### src/rtl/divisor_seq.sv
// Sequential restoring divider: one quotient bit per clock, MSB first, with divide-by-zero flag.
// Define DIVZERO_STICKY_EN to make Erro sticky until clr_erro or reset.
`timescale 1ns/1ps
module divisor_seq #(
    parameter int WIDTH = 8
) (
    input  logic             clk,
    input  logic             rst_n,
    input  logic             start,
    input  logic [2:0]       Sel,
    input  logic [WIDTH-1:0] A,
    input  logic [WIDTH-1:0] B,
    input  logic             clr_erro,
    output logic [WIDTH-1:0] Q,
    output logic [WIDTH-1:0] R,
    output logic             busy,
    output logic             done,
    output logic             Erro
);

    localparam logic [1:0] IDLE    = 2'd0;
    localparam logic [1:0] CALC    = 2'd1;
    localparam logic [1:0] FIM     = 2'd2;
    localparam logic [2:0] SEL_DIV = 3'b011;
    localparam int         CW      = $clog2(WIDTH + 1);

    logic [1:0]       state_reg;
    logic [CW-1:0]    cnt_reg;
    logic [WIDTH-1:0] div_reg;
    logic [WIDTH-1:0] quo_reg;
    logic [WIDTH-1:0] rem_reg;
    logic [WIDTH-1:0] q_reg;
    logic [WIDTH-1:0] r_reg;
    logic             done_reg;
    logic             erro_reg;

    logic [WIDTH:0]   trial;
    logic [WIDTH:0]   diff;
    logic             fits;
    logic [WIDTH-1:0] rem_next;
    logic [WIDTH-1:0] quo_next;
    logic             accept;
    logic             last_step;
    logic             b_zero;
    logic             enter_fim;
    logic             enter_err;

    // Trial subtraction is WIDTH+1 bits; since trial < 2*divisor, the sign bit alone
    // tells whether the divisor fits.
    always_comb begin
        trial     = {rem_reg, quo_reg[WIDTH-1]};
        diff      = trial - {1'b0, div_reg};
        fits      = ~diff[WIDTH];
        rem_next  = fits ? diff[WIDTH-1:0] : trial[WIDTH-1:0];
        quo_next  = {quo_reg[WIDTH-2:0], fits};
        // done_reg high means the FSM is in its first IDLE cycle after FIM; a start there is dropped
        accept    = (state_reg == IDLE) && start && (Sel == SEL_DIV) && !done_reg;
        last_step = (cnt_reg == CW'(WIDTH - 1));
        b_zero    = (B == '0);
        enter_err = accept && b_zero;
        enter_fim = enter_err || ((state_reg == CALC) && last_step);
    end

    always_ff @(posedge clk or negedge rst_n) begin
        if (!rst_n) begin
            state_reg <= IDLE;
            cnt_reg   <= '0;
            div_reg   <= '0;
            quo_reg   <= '0;
            rem_reg   <= '0;
            q_reg     <= '0;
            r_reg     <= '0;
            done_reg  <= 1'b0;
        end else begin
            done_reg <= (state_reg == FIM);
            case (state_reg)
                IDLE: begin
                    if (accept) begin
                        div_reg <= B;
                        quo_reg <= A;
                        rem_reg <= '0;
                        cnt_reg <= '0;
                        if (b_zero) begin
                            q_reg     <= '0;
                            r_reg     <= '0;
                            state_reg <= FIM;
                        end else begin
                            state_reg <= CALC;
                        end
                    end
                end
                CALC: begin
                    rem_reg <= rem_next;
                    quo_reg <= quo_next;
                    cnt_reg <= cnt_reg + 1'b1;
                    if (last_step) begin
                        q_reg     <= quo_next;
                        r_reg     <= rem_next;
                        state_reg <= FIM;
                    end
                end
                FIM:     state_reg <= IDLE;
                default: state_reg <= IDLE;
            endcase
        end
    end

`ifdef DIVZERO_STICKY_EN
    // Clear has priority over a divide-by-zero completing on the same edge
    always_ff @(posedge clk or negedge rst_n) begin
        if (!rst_n) begin
            erro_reg <= 1'b0;
        end else if (clr_erro) begin
            erro_reg <= 1'b0;
        end else if (enter_err) begin
            erro_reg <= 1'b1;
        end
    end
`else
    logic unused_clr_erro;
    assign unused_clr_erro = clr_erro;

    always_ff @(posedge clk or negedge rst_n) begin
        if (!rst_n) begin
            erro_reg <= 1'b0;
        end else if (enter_fim) begin
            erro_reg <= enter_err;
        end
    end
`endif

    assign Q    = q_reg;
    assign R    = r_reg;
    assign busy = (state_reg != IDLE);
    assign done = done_reg;
    assign Erro = erro_reg;

endmodule
### config.mk
export PLATFORM = sky130hd
export DESIGN_NAME = divisor_seq
export DESIGN_NICKNAME = d
export VERILOG_FILES = /design/src/rtl/divisor_seq.sv
export SDC_FILE = /design/constraint.sdc
export NUM_CORES = 1
export LEC_CHECK = 0
export ABC_CLOCK_PERIOD_IN_PS = 3550
export CAP_MARGIN = 20
export CORE_ASPECT_RATIO = 0.75
export CORE_MARGIN = 2
export CORE_UTILIZATION = 30
export DETAILED_ROUTE_END_ITERATION = 6
export PLACE_DENSITY = 0.59
export SYNTH_ARGS = -nofsm -noshare
export SYNTH_HDL_FRONTEND = slang
export SYNTH_SLANG_ARGS = --single-unit
export TNS_END_PERCENT = 5
### constraint.sdc
create_clock -name clk -period 3.55 [get_ports clk]
set_clock_uncertainty 0.1 [all_clocks]
set_input_delay 0.5325 -clock clk [delete_from_list [all_inputs] [get_ports clk]]
set_output_delay 0.5325 -clock clk [all_outputs]
set_load 0.02 [all_outputs]
==> results of run 1 <==
-- report_power, final --
group | leakage, nW | internal [mW] | switching [mW]
Clock | 0.0583 | 0.213 | 0.205
Combinational | 0.718 | 0.742 | 0.887
Sequential | 0.592 | 0.802 | 0.168
Total | 1.37 | 1.76 | 1.26
-- cell families (layout without fill, tap and decap cells) --
kind of cell / Yosys count / in the layout / share of synthesized area
AO/OA/AOI/OAI: 67 / 67 / 0.190
XOR/XNOR: 6 / 6 / 0.0255
adder cells (fa/ha/maj): 10 / 10 / 0.0563
buffers and inverters: 17 / 64 / 0.0308
flip-flops: 48 / 48 / 0.510
multiplexers: 12 / 12 / 0.0510
AND/OR/NAND/NOR: 69 / 69 / 0.137
-- cell type report --
class                      instances  area (um2)
inverter                          10        37.5
clock buffer                       5        68.8
sequential                        48        1200
multi-input combinational        164        1080
tap                              101         126
fill                             725        4450
timing repair buffer              46         453
clock inverter                     3        47.5
-- worst max path at each step --
stage	to	slack, ns	depth (start not counted)
final	R[7]	0.77	11
after global routing	R[6]	0.60	11
after CTS	R[7]	0.76	11
after detailed placement	R[6]	0.80	11
after global placement	R[6]	0.79	11
after floorplan	R[1]	1.01	11
-- worst max-delay path, cell delays in order, from the launching register on --
cell,delay [ns]
dfrtp_1,0.40
inv_1,0.07
ha_1,0.17
inv_1,0.06
fa_1,0.42
a211oi_2,0.27
o31ai_2,0.13
o31ai_4,0.22
xor2_2,0.08
buf_4,0.20
or3_1,0.42
o21ai_1,0.13
-- cell usage after synthesis (2+ instances only) --
library cell,instances
nor2_1,7
a21oi_1,6
nand3_1,2
nor3_2,2
a22o_1,10
inv_1,10
xnor2_1,2
clkbuf_1,5
nand2b_1,5
a21o_1,2
nand2_1,41
o21ai_1,11
or4_1,2
ha_1,9
or3_1,2
mux2i_1,12
a211oi_1,2
o21a_1,2
dfrtp_1,48
xor2_1,3
nor2b_1,3
a32oi_1,4
o21ai_0,22
-- through the flow --
stage | power (mW) | hold slack, ns | instances
floorplan | 2.13 | 0.137 | 229
CTS | 3.04 | 0.358 | 376
global route | 3.29 | 0.0783 | 377
detailed placement | 2.61 | 0.372 | 368
global placement | 2.59 | 0.361 | 368
finish | 3.02 | 0.0573 | 377
-- metal layers --
| layer | wire length, um | GRT usage |
|---|---|---|
| met1 | 2800 | 0.203 |
| met2 | 2230 | 0.196 |
| met3 | 234 | 0.0345 |
| met4 | 62 | 0.0395 |
| met5 | 0 | 0 |
==> flow_summary.json, run 1 <==
{
  "status": "complete, no violations",
  "gr-total-overflow": 0,
  "grt_pass1_wl_um": 9030,
  "reg2reg_from": "quo_reg[7]",
  "cts_buffers": 5,
  "drive_gt1_frac": 0.0906,
  "layout_common_cells": "48 x dfrtp_1, 41 x nand2_1, 39 x clkdlybuf4s50_1",
  "initial_core_util": 0.316,
  "routed_wl_um": 5320,
  "rrSetupSlack_ns": 0.77,
  "vias": 1777,
  "clock-sinks": 48,
  "first_global_vias": 1769,
  "postCtsSetupRepairBufs": 0,
  "core_um2": 7470,
  "cts_resized": 0,
  "num_antenna_cells": 0,
  "min_path_type": "in2async",
  "crit_arrival_ns": 2.90,
  "std_cell_rows": 27,
  "antenna_found_initial": 0,
  "rsz0062_at_grt": "false",
  "final_hold_viol_count": 0,
  "period_share": 0.783,
  "pwr_density_cell_nw_per_um2": 999,
  "yosys-top-cells-area": "dfrtp_1 51%, nand2_1 6.5%, mux2i_1 5.1%, ha_1 4.8%, o21ai_0 4.7%",
  "dpl-instance-area_um2": 2880,
  "r2r-end": "R[7]",
  "synth_ff_type": "dfrtp_1",
  "crit_start": "quo_reg[7]",
  "final_area_um2": 3020,
  "layout_setup_ws_ns": 0.771,
  "nets": 308,
  "grt_max_degree": 49,
  "synth_top_area_cell": "dfrtp_1",
  "synth_edf_count": 0,
  "syn2layout_area_growth_pct": 28.0,
  "tightest_slew_ns": 0.905,
  "seq_area_frac_synth": 0.510,
  "clkTransAtPathRegs_ns": 0.11,
  "syn-num-nets": 262,
  "worstPathRequired_ns": 3.67,
  "dieArea_um2": 8590,
  "clock-root-buffer": "clkbuf_8",
  "cts_max_path_buffers": 2,
  "reg2reg_depth": 11,
  "final_common_cell": "dfrtp_1",
  "postCtsHoldBufs": 0,
  "dp_hpwl_um": 3690,
  "ir_drop_uv": 332,
  "htreeDepth": 2,
  "period_minus_slack_ns": 2.78,
  "dpl_worst_slack_ns": 0.800,
  "initialDrtViolationCount": 91,
  "viasPerCell": 4.71,
  "async_flop_share": 1.00,
  "avgRoutedWirePerCell_um": 14.1,
  "gr-usage-all-layers": 0.137,
  "fin_util": 0.404,
  "drc_errors": 0,
  "syn_area_per_cell_um2": 10.3,
  "first_pass_iters": 4,
  "startpoint_type": "flip-flop",
  "drv_slew": 0,
  "tns_ns": 0,
  "fmax_ghz": 0.360,
  "postSynthCellCount": 229,
  "portBuffers": 40,
  "synth.distinct_cells": 40,
  "gp_congestion": 0.827,
  "critPathCaptureType": "flip-flop",
  "finalSetupViolations": 0,
  "leakage_nw": 1.37,
  "ys_seq_elements": 48,
  "worstSetupPathType": "reg2reg",
  "cp_max_fo": 14,
  "drtAntennaViolNets": 0,
  "cts_tree": "done",
  "ys_warn_count": 0,
  "syn_area_um2": 2360,
  "ios": 42,
  "fp.dieW_um": 106,
  "clock_latency_ns": 0.31,
  "relSlewSlack": 0.397,
  "synth_top_area_share": 0.510,
  "die_h_um": 80.8,
  "max-cap-violations": 0
}
No activity file was read; power rests on OpenSTA's default activity.
==> run 2, diff against run 1 <==
--- a/config.mk
+++ b/config.mk
@@ -5,7 +5,7 @@
 export SDC_FILE = /design/constraint.sdc
 export NUM_CORES = 1
 export LEC_CHECK = 0
-export ABC_CLOCK_PERIOD_IN_PS = 3550
+export ABC_CLOCK_PERIOD_IN_PS = 2650
 export CAP_MARGIN = 20
 export CORE_ASPECT_RATIO = 0.75
 export CORE_MARGIN = 2
==> constraint.sdc (replaced) <==
create_clock -name clk -period 2.65 [get_ports clk]
set_clock_uncertainty 0.1 [all_clocks]
set_input_delay 0.3975 -clock clk [delete_from_list [all_inputs] [get_ports clk]]
set_output_delay 0.3975 -clock clk [all_outputs]
set_load 0.02 [all_outputs]
==> run 2 against run 1 <==
The run now ends with negative hold slack left. Die area unchanged. Clock-buffer cell count unchanged. Final area increased by 4.6%. Global-route usage increased by 0.24 points. Core utilization increased by 1.9 points. Via count increased by 1.4%. Non-clock buffer count increased by 7. First-iteration DRC count decreased by 25%. Total power increased by 49%. Register-to-register slack got worse by 0.76 ns. Critical path type unchanged. Critical endpoint is now R[6].
==> flow_summary.json, run 2 (synthesized netlist as in run 1, its figures left out) <==
{
  "status": "finished with violations",
  "violations": "negative hold slack",
  "dp_hpwl_um": 3970,
  "fillers": 729,
  "antenna_found_initial": 0,
  "ir_drop_uv": 438,
  "nets": 315,
  "cts_max_path_buffers": 2,
  "tightest_slew_ns": 0.716,
  "rsz0062_at_grt": "true",
  "vias": 1802,
  "initial_core_util": 0.316,
  "fmax_ghz": 0.379,
  "cp_max_fo": 5,
  "grt_max_degree": 29,
  "placedCellCount": 373,
  "timing.critical_path.to": "R[6]",
  "drc_errors": 0,
  "period_share": 0.995,
  "final_cells": 383,
  "crit_arrival_ns": 2.78,
  "drv_slew": 0,
  "final_hold_viol_count": 24,
  "period_minus_slack_ns": 2.64,
  "p_total_mw": 4.51,
  "finalSetupViolations": 0,
  "fp.dieW_um": 106,
  "htreeDepth": 2,
  "fin_hold_ws_ns": -0.0104,
  "gp_congestion": 0.856,
  "reg2reg_depth": 11,
  "reg2reg_from": "quo_reg[7]",
  "clock_latency_ns": 0.30,
  "avgRoutedWirePerCell_um": 14.5,
  "ios": 42,
  "syn2layout_area_growth_pct": 33.9,
  "worstSetupPathType": "reg2reg",
  "dieArea_um2": 8590,
  "regArea_um2": 1200,
  "tns_ns": 0,
  "r2r-end": "R[6]",
  "layout_common_cells": "48 x dfrtp_1, 41 x nand2_1, 39 x clkdlybuf4s50_1",
  "min_path_type": "in2async",
  "clock-sinks": 48,
  "worstPathRequired_ns": 2.80,
  "viasPerCell": 4.70,
  "clock-root-buffer": "clkbuf_8",
  "first_global_vias": 1873,
  "max-cap-violations": 0,
  "drtAntennaViolNets": 0,
  "layout_setup_ws_ns": 0.0138,
  "rrSetupSlack_ns": 0.01,
  "startpoint_type": "flip-flop",
  "first_pass_iters": 4,
  "routed_wl_um": 5540,
  "postCtsHoldBufs": 0,
  "crit_start": "quo_reg[7]",
  "leakage_nw": 1.40,
  "critPathCaptureType": "flip-flop",
  "gr-usage-all-layers": 0.139,
  "final_common_cell": "dfrtp_1",
  "cts_tree": "done",
  "multiInputGateArea_um2": 1150,
  "cts_buffers": 5,
  "grt_pass1_wl_um": 9160,
  "portBuffers": 40,
  "gr-total-overflow": 0,
  "std_cell_rows": 27,
  "num_antenna_cells": 0,
  "pwr_density_cell_nw_per_um2": 1430,
  "initialDrtViolationCount": 68,
  "clkTransAtPathRegs_ns": 0.09,
  "core_um2": 7470,
  "die_h_um": 80.8,
  "relSlewSlack": 0.523,
  "dpl_worst_slack_ns": -0.0197,
  "drive_gt1_frac": 0.152
}
[run 2: cell types whose count changed in the layout (fill, tap and decap cells not counted), sizes merged]
cell / change
buf: +7
bufinv: +1
clkinv: -2
[run 2: cell type report]
class                      count  share of cell area
clock buffer                   5              0.0218
clock inverter                 2              0.0190
inverter                      10              0.0119
multi-input combinational    164               0.364
sequential                    48               0.380
tap                          101              0.0400
timing repair buffer          53               0.163
[run 2: report_power, final]
group	total [mW]	switching [mW]	leakage, nW	internal (mW)
clock network	0.621	0.249	0.0642	0.371
registers	1.31	0.238	0.592	1.07
logic	2.57	1.33	0.745	1.24
[run 2: what timing repair did]
item                                    4_1_cts  5_1_grt
setup buffers                                 2        1
endpoints found under the setup margin       11       15
pin swaps                                     5        5
resized for setup                            11        6
cloned                                        0        0
[run 2: routing by layer]
metal  wire length (um)  global-route usage  vias up
met1               2800               0.188      853
met3                202              0.0329        8
met5                  0                   0        -
met4                 59              0.0395        0
met2               2480               0.224       32
li1                   -                   -      909
[run 2: critical path, cell delays in order, from the launching register on]
cell and delay (ns):
dfrtp_1 0.40, inv_2 0.10, ha_4 0.14, inv_1 0.04
fa_2 0.37, a211oi_4 0.30, o31ai_4 0.10, o31ai_4 0.22
xor2_2 0.21, buf_6 0.15, mux2i_2 0.27, a22o_1 0.18
[run 2: metrics by stage]
| step | utilization | cell area [um2] |
|---|---|---|
| 2_1_floorplan | - | 2360 |
| 3_3_place_gp | 0.393 | 2930 |
| 3_5_place_dp | 0.393 | 2930 |
| 4_1_cts | 0.418 | 3120 |
| 5_1_grt | 0.423 | 3160 |
| 6_report | 0.423 | 3160 |
[run 2: worst min path at each step]
stage / start / end / slack [ns] / cells past startpoint
final: rst_n / div_reg[1] / -0.01 / 1
after global routing: rst_n / div_reg[0] / 0.02 / 1
after CTS: rst_n / div_reg[1] / 0.008 / 1
after detailed placement: rst_n / div_reg[1] / 0.35 / 1
after global placement: rst_n / div_reg[1] / 0.34 / 1
after floorplan: rst_n / Erro / 0.002 / 0
